[src/rtl/time_to_temp_cal.sv]
// Ramp-time to temperature converter: two-point linear interpolation with run-time writable
// calibration and an iterative restoring divider. Optional macro TIME_TO_TEMP_CAL_CLAMP_EN.
module time_to_temp_cal #(
    parameter int TIME_W      = 20,
    parameter int TEMP_W      = 10,
    parameter int SCALE       = 1000,
    parameter int CAL_LO_INIT = 508066,
    parameter int CAL_HI_INIT = 762679,
    parameter int ROUND       = 0
) (
    input  logic              clk,
    input  logic              rst_n,
    input  logic              start,
    input  logic [TIME_W-1:0] down_ramp_time,
    input  logic              cal_we,
    input  logic              cal_sel,
    input  logic [TIME_W-1:0] cal_data,
    output logic              busy,
    output logic [TEMP_W-1:0] temp,
    output logic              oor_low,
    output logic              oor_high,
    output logic              cal_err,
    output logic              eoc
);
    localparam int SCALE_W = $clog2(SCALE + 1);
    localparam int NUM_W   = TIME_W + SCALE_W;
    localparam int CNT_W   = $clog2(NUM_W);
    localparam logic [NUM_W-1:0] SCALE_N = NUM_W'(SCALE);

    typedef enum logic [2:0] {IDLE, CHECK, LOAD, DIV, DONE} state_t;

    state_t            state;
    logic [TIME_W-1:0] cal_lo, cal_hi;
    logic [TIME_W-1:0] t_r, lo_r, hi_r;
    logic [TIME_W-1:0] den_r, rem_r;
    logic [NUM_W-1:0]  quo_r;
    logic [CNT_W-1:0]  cnt;

    logic [TIME_W:0]   trial;
    logic              ge;
    logic [TIME_W-1:0] rem_nxt;
    logic [NUM_W-1:0]  quo_nxt;
    logic [TIME_W-1:0] diff, span;
    logic [NUM_W-1:0]  num;

    // NOTE: every always_comb output gets a value on every path, otherwise a latch is inferred.
    always_comb begin
        trial   = {rem_r, quo_r[NUM_W-1]};
        ge      = (trial >= {1'b0, den_r});
        rem_nxt = ge ? TIME_W'(trial - {1'b0, den_r}) : trial[TIME_W-1:0];
        quo_nxt = {quo_r[NUM_W-2:0], ge};
        diff    = t_r - lo_r;
        span    = hi_r - lo_r;
        num     = NUM_W'(diff) * SCALE_N;
        if (ROUND != 0)
            num = num + NUM_W'(span >> 1);
    end

    // Calibration writes are independent of the conversion FSM; conversions use a snapshot.
    always_ff @(posedge clk or negedge rst_n) begin
        if (!rst_n) begin
            cal_lo <= TIME_W'(CAL_LO_INIT);
            cal_hi <= TIME_W'(CAL_HI_INIT);
        end else if (cal_we) begin
            if (cal_sel) cal_hi <= cal_data;
            else         cal_lo <= cal_data;
        end
    end

    // NOTE: sequential state uses non-blocking assignments so every register sees pre-edge values.
    always_ff @(posedge clk or negedge rst_n) begin
        if (!rst_n) begin
            state    <= IDLE;
            t_r      <= '0;
            lo_r     <= '0;
            hi_r     <= '0;
            den_r    <= '0;
            rem_r    <= '0;
            quo_r    <= '0;
            cnt      <= '0;
            busy     <= 1'b0;
            temp     <= '0;
            oor_low  <= 1'b0;
            oor_high <= 1'b0;
            cal_err  <= 1'b0;
            eoc      <= 1'b0;
        end else begin
            eoc <= 1'b0;
            case (state)
                IDLE: if (start) begin
                    t_r   <= down_ramp_time;
                    lo_r  <= cal_lo;
                    hi_r  <= cal_hi;
                    busy  <= 1'b1;
                    state <= CHECK;
                end
                CHECK: begin
                    if (hi_r <= lo_r) begin
                        cal_err  <= 1'b1;
                        oor_low  <= 1'b0;
                        oor_high <= 1'b0;
                        eoc      <= 1'b1;
                        state    <= DONE;
                    end else if (t_r <= lo_r) begin
                        cal_err  <= 1'b0;
                        oor_low  <= 1'b1;
                        oor_high <= 1'b0;
`ifdef TIME_TO_TEMP_CAL_CLAMP_EN
                        temp     <= '0;
`endif
                        eoc      <= 1'b1;
                        state    <= DONE;
                    end else if (t_r >= hi_r) begin
                        cal_err  <= 1'b0;
                        oor_low  <= 1'b0;
                        oor_high <= 1'b1;
`ifdef TIME_TO_TEMP_CAL_CLAMP_EN
                        temp     <= TEMP_W'(SCALE);
`endif
                        eoc      <= 1'b1;
                        state    <= DONE;
                    end else begin
                        cal_err  <= 1'b0;
                        oor_low  <= 1'b0;
                        oor_high <= 1'b0;
                        state    <= LOAD;
                    end
                end
                LOAD: begin
                    quo_r <= num;
                    den_r <= span;
                    rem_r <= '0;
                    cnt   <= CNT_W'(NUM_W - 1);
                    state <= DIV;
                end
                DIV: begin
                    rem_r <= rem_nxt;
                    quo_r <= quo_nxt;
                    // The final iteration publishes the full quotient at once.
                    if (cnt == '0) begin
                        temp  <= quo_nxt[TEMP_W-1:0];
                        eoc   <= 1'b1;
                        state <= DONE;
                    end else begin
                        cnt <= cnt - 1'b1;
                    end
                end
                DONE: begin
                    busy  <= 1'b0;
                    state <= IDLE;
                end
                default: state <= IDLE;
            endcase
        end
    end
endmodule

[config.mk]
export PLATFORM = sky130hd
export DESIGN_NAME = time_to_temp_cal
export DESIGN_NICKNAME = d
export VERILOG_FILES = /design/src/rtl/time_to_temp_cal.sv
export SDC_FILE = /design/constraint.sdc
export NUM_CORES = 1
export LEC_CHECK = 0
export BUFFER_PORTS_ARGS = -buffer_cell sky130_fd_sc_hd__buf_2
export CAP_MARGIN = 30
export CORE_UTILIZATION = 45
export CTS_CLUSTER_DIAMETER = 200
export CTS_CLUSTER_SIZE = 40
export DETAILED_ROUTE_END_ITERATION = 12
export GPL_ROUTABILITY_DRIVEN = 0
export HOLD_SLACK_MARGIN = 0.08
export PLACE_DENSITY_LB_ADDON = 0.3
export SLEW_MARGIN = 25
export SYNTH_ARGS = -nofsm -noshare
export SYNTH_HDL_FRONTEND = slang
export SYNTH_SLANG_ARGS = --single-unit
[constraint.sdc]
create_clock -name clk -period 7.1 [get_ports clk]
set_input_delay 0.355 -clock clk [delete_from_list [all_inputs] [get_ports clk]]
set_output_delay 0.355 -clock clk [all_outputs]
set_load 0.01 [all_outputs]
Yosys cells after proc, flatten, opt, wreduce, memory -nomap -nowiden
Cells that the tools add are included.
- bits in registers: 193
- bits in latches: 0
- memory bits (writable): 0
- bits in read-only memories: 0
- bits of input ports: 45
- output and inout bits: 15
- memories: 0
- add/subtract/negate cells: 4
- multipliers: 1
- divide/modulo/power cells: 0
- order comparisons: 4
- equal/unequal tests: 7
- shifts and indexed selects: 0
- mux-type cells: 23
- bitwise logic cells: 1
- reductions and logical operators: 11
- operators with widths (cell ; count):
    30-bit one-hot mux with 2 select lines ; 1
    20-bit subtractor ; 3
    20-bit less-or-equal comparator ; 2
    20-bit one-hot mux with 2 select lines ; 1
    20-bit by 7-bit multiplier with 27-bit output (second input constant) ; 1
    21-bit by 20-bit >= comparator with 1-bit output ; 1
    20-bit >= comparator ; 1
    20-bit 2-to-1 mux ; 1
    3-bit 2-to-1 mux ; 5
    2-bit AND reduction ; 7
    3-bit one-hot mux with 4 select lines ; 1
    1-bit 2-to-1 mux ; 10
    5-bit one-hot mux with 2 select lines ; 1
    3-bit by 2-bit equality test with 1-bit output (second input constant) ; 2
    2-bit inequality test (second input constant) ; 3
    5-bit zero test ; 1
    5-bit 2-to-1 mux ; 1
    5-bit by 1-bit subtractor with 5-bit output (second input constant) ; 1
    1-bit one-hot mux with 2 select lines ; 2
    2-bit nonzero test ; 2
    3-bit by 1-bit equality test with 1-bit output (second input constant) ; 1
    3-bit equality test (second input constant) ; 1
    3-bit zero test ; 1
    1-bit inverter ; 1

Depth between registers and ports, before layout
- word-level depth: 5
- gate-level depth with buffers: 27
- depth with buffers taken out: 26

Least setup slack after synthesis
OpenSTA, ideal clock, no wires.
- path kind: reg2reg
- from: register t_r[5]
- to: register quo_r[24]
- library setup time: 134 ps
- data arrival time: 6039 ps
- required time: 6966 ps
- slack: 926 ps
- stages on the path, launching flop included: 24
- buffers on the path: 0
- clock period less this slack: 6174 ps
- path through: dfrtp_1 -> ha_1 -> a21o_1 -> or3_1 -> o22a_1 -> a221o_1 -> a21o_1 -> a21oi_2 -> xnor2_1 -> fa_1 -> inv_1 -> fa_1 -> fa_1 -> fa_1 -> inv_1 -> ha_1 -> a21o_1 -> a21o_1 -> a221o_1 -> a21oi_1 -> xor2_1 -> nor2_1 -> a21oi_1 -> o21ai_0
- longest elaborated chain between the ends: 3
- ends and longest elaborated chain (item ; line ; source):
    start: declaration ; 34 ; logic [TIME_W-1:0] t_r, lo_r, hi_r;
    start signal: assignment ; 91 ; t_r <= down_ramp_time;
    20-bit subtractor ; 52 ; diff = t_r - lo_r;
    20-bit by 7-bit multiplier with 27-bit output ; 54 ; num = NUM_W'(diff) * SCALE_N;
    30-bit one-hot mux with 2 select lines ; 89 ; case (state)
    end signal: assignment ; 130 ; quo_r <= num;
    end signal: assignment ; 138 ; quo_r <= quo_nxt;
    end: declaration ; 36 ; logic [NUM_W-1:0] quo_r;
Every way passes these cells.
A chain may end at the register's enable or synchronous reset.

Final worst setup path
- from: register lo_r[1]
- to: register quo_r[25]
- longest elaborated chain between the ends: 3
- ends and longest elaborated chain (item ; line ; source):
    start: declaration ; 34 ;
    start signal: assignment ; 92 ; lo_r <= cal_lo;
    20-bit subtractor ; 52 ;
    20-bit by 7-bit multiplier with 27-bit output ; 54 ;
    30-bit one-hot mux with 2 select lines ; 89 ;
Every way passes these cells.

==> summary.md <==
| Metric | Value |
|---|---|
| Status | `completed` |
| Initial antenna violation count | `0` |
| Ys Warns | `0` |
| CTS buffer count | `17` |
| RR Endpoint | `quo_r[25]` |
| Worst Setup End Kind | `register` |
| Met3 global-route usage | `0.03245` |
| Syn avg cell area | `9.604 sq um` |
| Mux cell area share after synthesis | `0.07176` |
| Yosys top cell area share | `0.2991` |
| Most frequent cells after synthesis | `dfrtp_1 (173), inv_1 (167), nand2_1 (152), ha_1 (140), o21ai_0 (124)` |
| R2R Path Start | `lo_r[1]` |
| First-pass GRT wire length | `53610 microns` |
| GR Layer Usage met2 | `0.3225` |
| Synth Area in XOR/XNOR | `0.04418` |
| Hold Path Stages | `2` |
| Max-slew violations | `0` |
| Grt ovf | `0` |
| CP startpoint kind | `register` |
| Layout area overhead | `10.18%` |
| Root Buffer | `clkbuf_16` |
| DRC | `0` |
| Hold EP | `t_r[16]` |
| Antenna diode count | `0` |
| WP buf/inv | `4` |
| Compound-Gate Fraction of Synth Area | `0.1598` |
| Register Area | `4855 sq um` |
| TNS Setup | `0 ps` |
| Min Tclk post-route | `6678 ps` |
| Crit-path max cell delay | `between 500 and 600 ps` |
| Worst-path clk slew | `80 ps` |
| Layout cells sized above 1 | `0.1451` |
| Initial Util | `0.4575` |
| Crit Path Category | `reg2reg` |
| Adder-Cell Fraction of Synth Area | `0.2158` |
| Critical path arrival | `7050 ps` |
| Maximum clock frequency | `149.8 MHz` |
| Main synth FF type | `dfrtp_1` |
| Synth unique cells | `76` |
| Clk buf depth | `2` |
| Area occupied by multi-input gates | `between 8000 and 9000 sq um` |
| RSZ-0062 raised after global routing | `no` |
| Fin crit share | `0.9405` |
| Ys async rst share | `1.000` |
| Remaining antenna violation count after routing | `0` |
| CTS sink count | `between 150 and 200` |
| Routed WL | `approximately 32000 microns` |
| FF-to-FF path depth | `24` |
| Synth Cell Area | `14470 sq um` |
| DP Wirelength | `24760 microns` |
| Synth area leaders | `dfrtp_1 (30%), ha_1 (12%), fa_1 (9.4%), mux2_2 (5.4%), inv_1 (4.3%)` |
| Height of the die | `181.3 microns` |
| Vias/cell | `5.443` |
| Initial drt markers | `671` |
| Core Region | `31640 sq um` |
| WP data required | `between 7000 and 8000 ps` |
| Filler cells | `2936` |
| # rows | `65` |
| Peak fanout along the critical path | `7` |
| Horiz. Die Dim | `approximately 180 microns` |
| Crit path max-delay family | `adder cells` |
| Hold wc startpoint | `down_ramp_time[16]` |
| Register area share after synthesis | `0.3354` |
| Rel. slew slack | `0.4725` |
| Routed via count | `roughly 11000` |
| Worst-path cell chain | `inv_1 > ha_1 > nor2b_1 > o2111ai_1 > nand3_1 > a311oi_1 > o21bai_1 > a21oi_1 > xnor2_1 > inv_1 > fa_1 > fa_1 > fa_1 > fa_1 > inv_1 > ha_1 > inv_1 > o21bai_1 > a32oi_1 > a21oi_1 > o21a_1 > o21ai_0 > or3b_1 > a31oi_1` |
| Port bufs | `59` |
| Post-synthesis simple-gate area fraction | `0.1172` |
| Main combinational cell family by area after synthesis | `adder cells` |
| WL/cell | `16.12 microns` |
| Syn Nets | `1760` |
| Slowest CP cell | `fa_1` |
| Flops & latches, synth | `193` |
| Count leader, synth | `dfrtp_1` |
| CTS tree | `done` |
| Slew @ Worst Pin | `791.3 ps` |
| Flop-to-flop setup slack | `~420 ps` |
| GRT busiest layer | `met2` |
| Gate Count Post-Synth | `1507` |
| Number of flops mapped to enable cells by yosys | `0` |
| Largest net degree at the start of global routing | `102` |
| Clock latency on the worst-skew pair | `460 ps` |
| GRT Overall Usage | `0.2032` |
| Final hold vios | `0` |
| Max-Cap Viols | `0` |
| Ports | `60` |
| Layout Skew | `19.94 ps` |
| Total iterations of the first detailed-routing run | `5` |
| CTS H-tree depth | `4` |
| Yosys top cell by area | `dfrtp_1` |
| Vias in the first global route | `10600` |
| Endpoints failing setup | `0` |
| Die ar. | `32880 sq um` |
| Met1 Usage GRT | `0.2854` |
| Nets@finish | `1818` |
| Worst hold-check path type | `in2reg` |
## repair_timing
action,in CTS,in global routing
resized for setup,0,0
hold buffers,1,0
endpoints found under the hold margin,73,0
buffers inserted,0,0
## per-layer routing
layer,part of all wire,vias up
li1,-,5320
met1,0.49,5190
met2,0.46,236
met3,0.044,31
met4,0.015,0
met5,0,-
## area by class of cell
cell class	instances	share of cell area
multi-input cells	1103	0.5536
well taps	402	0.03154
repair buffers	81	0.03193
clock inverters	15	0.01208
clock buffers	17	0.02668
inverters	169	0.03978
flip-flops and latches	193	0.3044
## sequential cells by signal, indices dropped and copies added, names as in the netlist, 3 cells and up
| register | flops |
|---|---|
| quo_r | 30 |
| cnt | 5 |
| t_r | 20 |
| state | 3 |
| temp | 10 |
| rem_r | 20 |
| cal_hi | 20 |
| den_r | 20 |
| cal_lo | 20 |
| hi_r | 20 |
| lo_r | 20 |
## cell families (layout without fill, tap and decap cells)
kind of cell	after synthesis	in the layout
buffers and inverters	211	282
multiplexers	95	95
adder cells (fa/ha/maj)	209	209
flip-flops	193	193
AO/OA/AOI/OAI	371	371
AND/OR/NAND/NOR	358	358
XOR/XNOR	70	70
## cells in the final DEF, fill, tap and decap left out, types with 36 or more instances in the layout
cell type    n
xnor2_1     42
a21o_1      36
buf_2       59
inv_1      167
nor2_1      58
a21oi_1     83
mux2_2      70
fa_1        68
dfrtp_1    173
nand2_1    152
ha_1       140
o21ai_0    124
## worst register-to-register path, cell delays in order, from the launching register on
cell,delay [ps]
dfrtp_1,430
inv_1,110
ha_1,290
nor2b_1,160
o2111ai_1,250
nand3_1,220
a311oi_1,360
o21bai_1,120
a21oi_1,190
xnor2_1,360
inv_1,220
fa_1,570
fa_1,450
fa_1,500
fa_1,540
inv_1,40
ha_1,320
inv_1,140
o21bai_1,100
a32oi_1,250
a21oi_1,150
o21a_1,210
o21ai_0,120
or3b_1,350
a31oi_1,160
## how the worst max path moves through the flow
stage / from / slack, ps / cells after the start / endpoint
after floorplan: t_r[5] / 930 / 23 / quo_r[24]
after global placement: t_r[5] / 630 / 24 / quo_r[24]
after detailed placement: t_r[5] / 520 / 24 / quo_r[24]
after CTS: lo_r[1] / 490 / 24 / quo_r[29]
after global routing: lo_r[1] / 40 / 24 / quo_r[23]
final: lo_r[1] / 420 / 24 / quo_r[25]
## through the flow
step	cell area, sq um	cells	setup WS, ps	hold WS (ps)	utilization
floorplan	14470	1507	926.4	59.41	-
global placement	15250	1943	625.1	443.6	0.4819
detailed placement	15250	1943	522.9	444.5	0.4821
CTS	15880	1976	488.0	103.3	0.5019
global route	15950	1980	38.47	104.2	0.5041
finish	15950	1980	422.3	118.2	0.5041
Power is not shown: default switching activity piles up to over one toggle a cycle in this logic, so the estimate is an artifact.
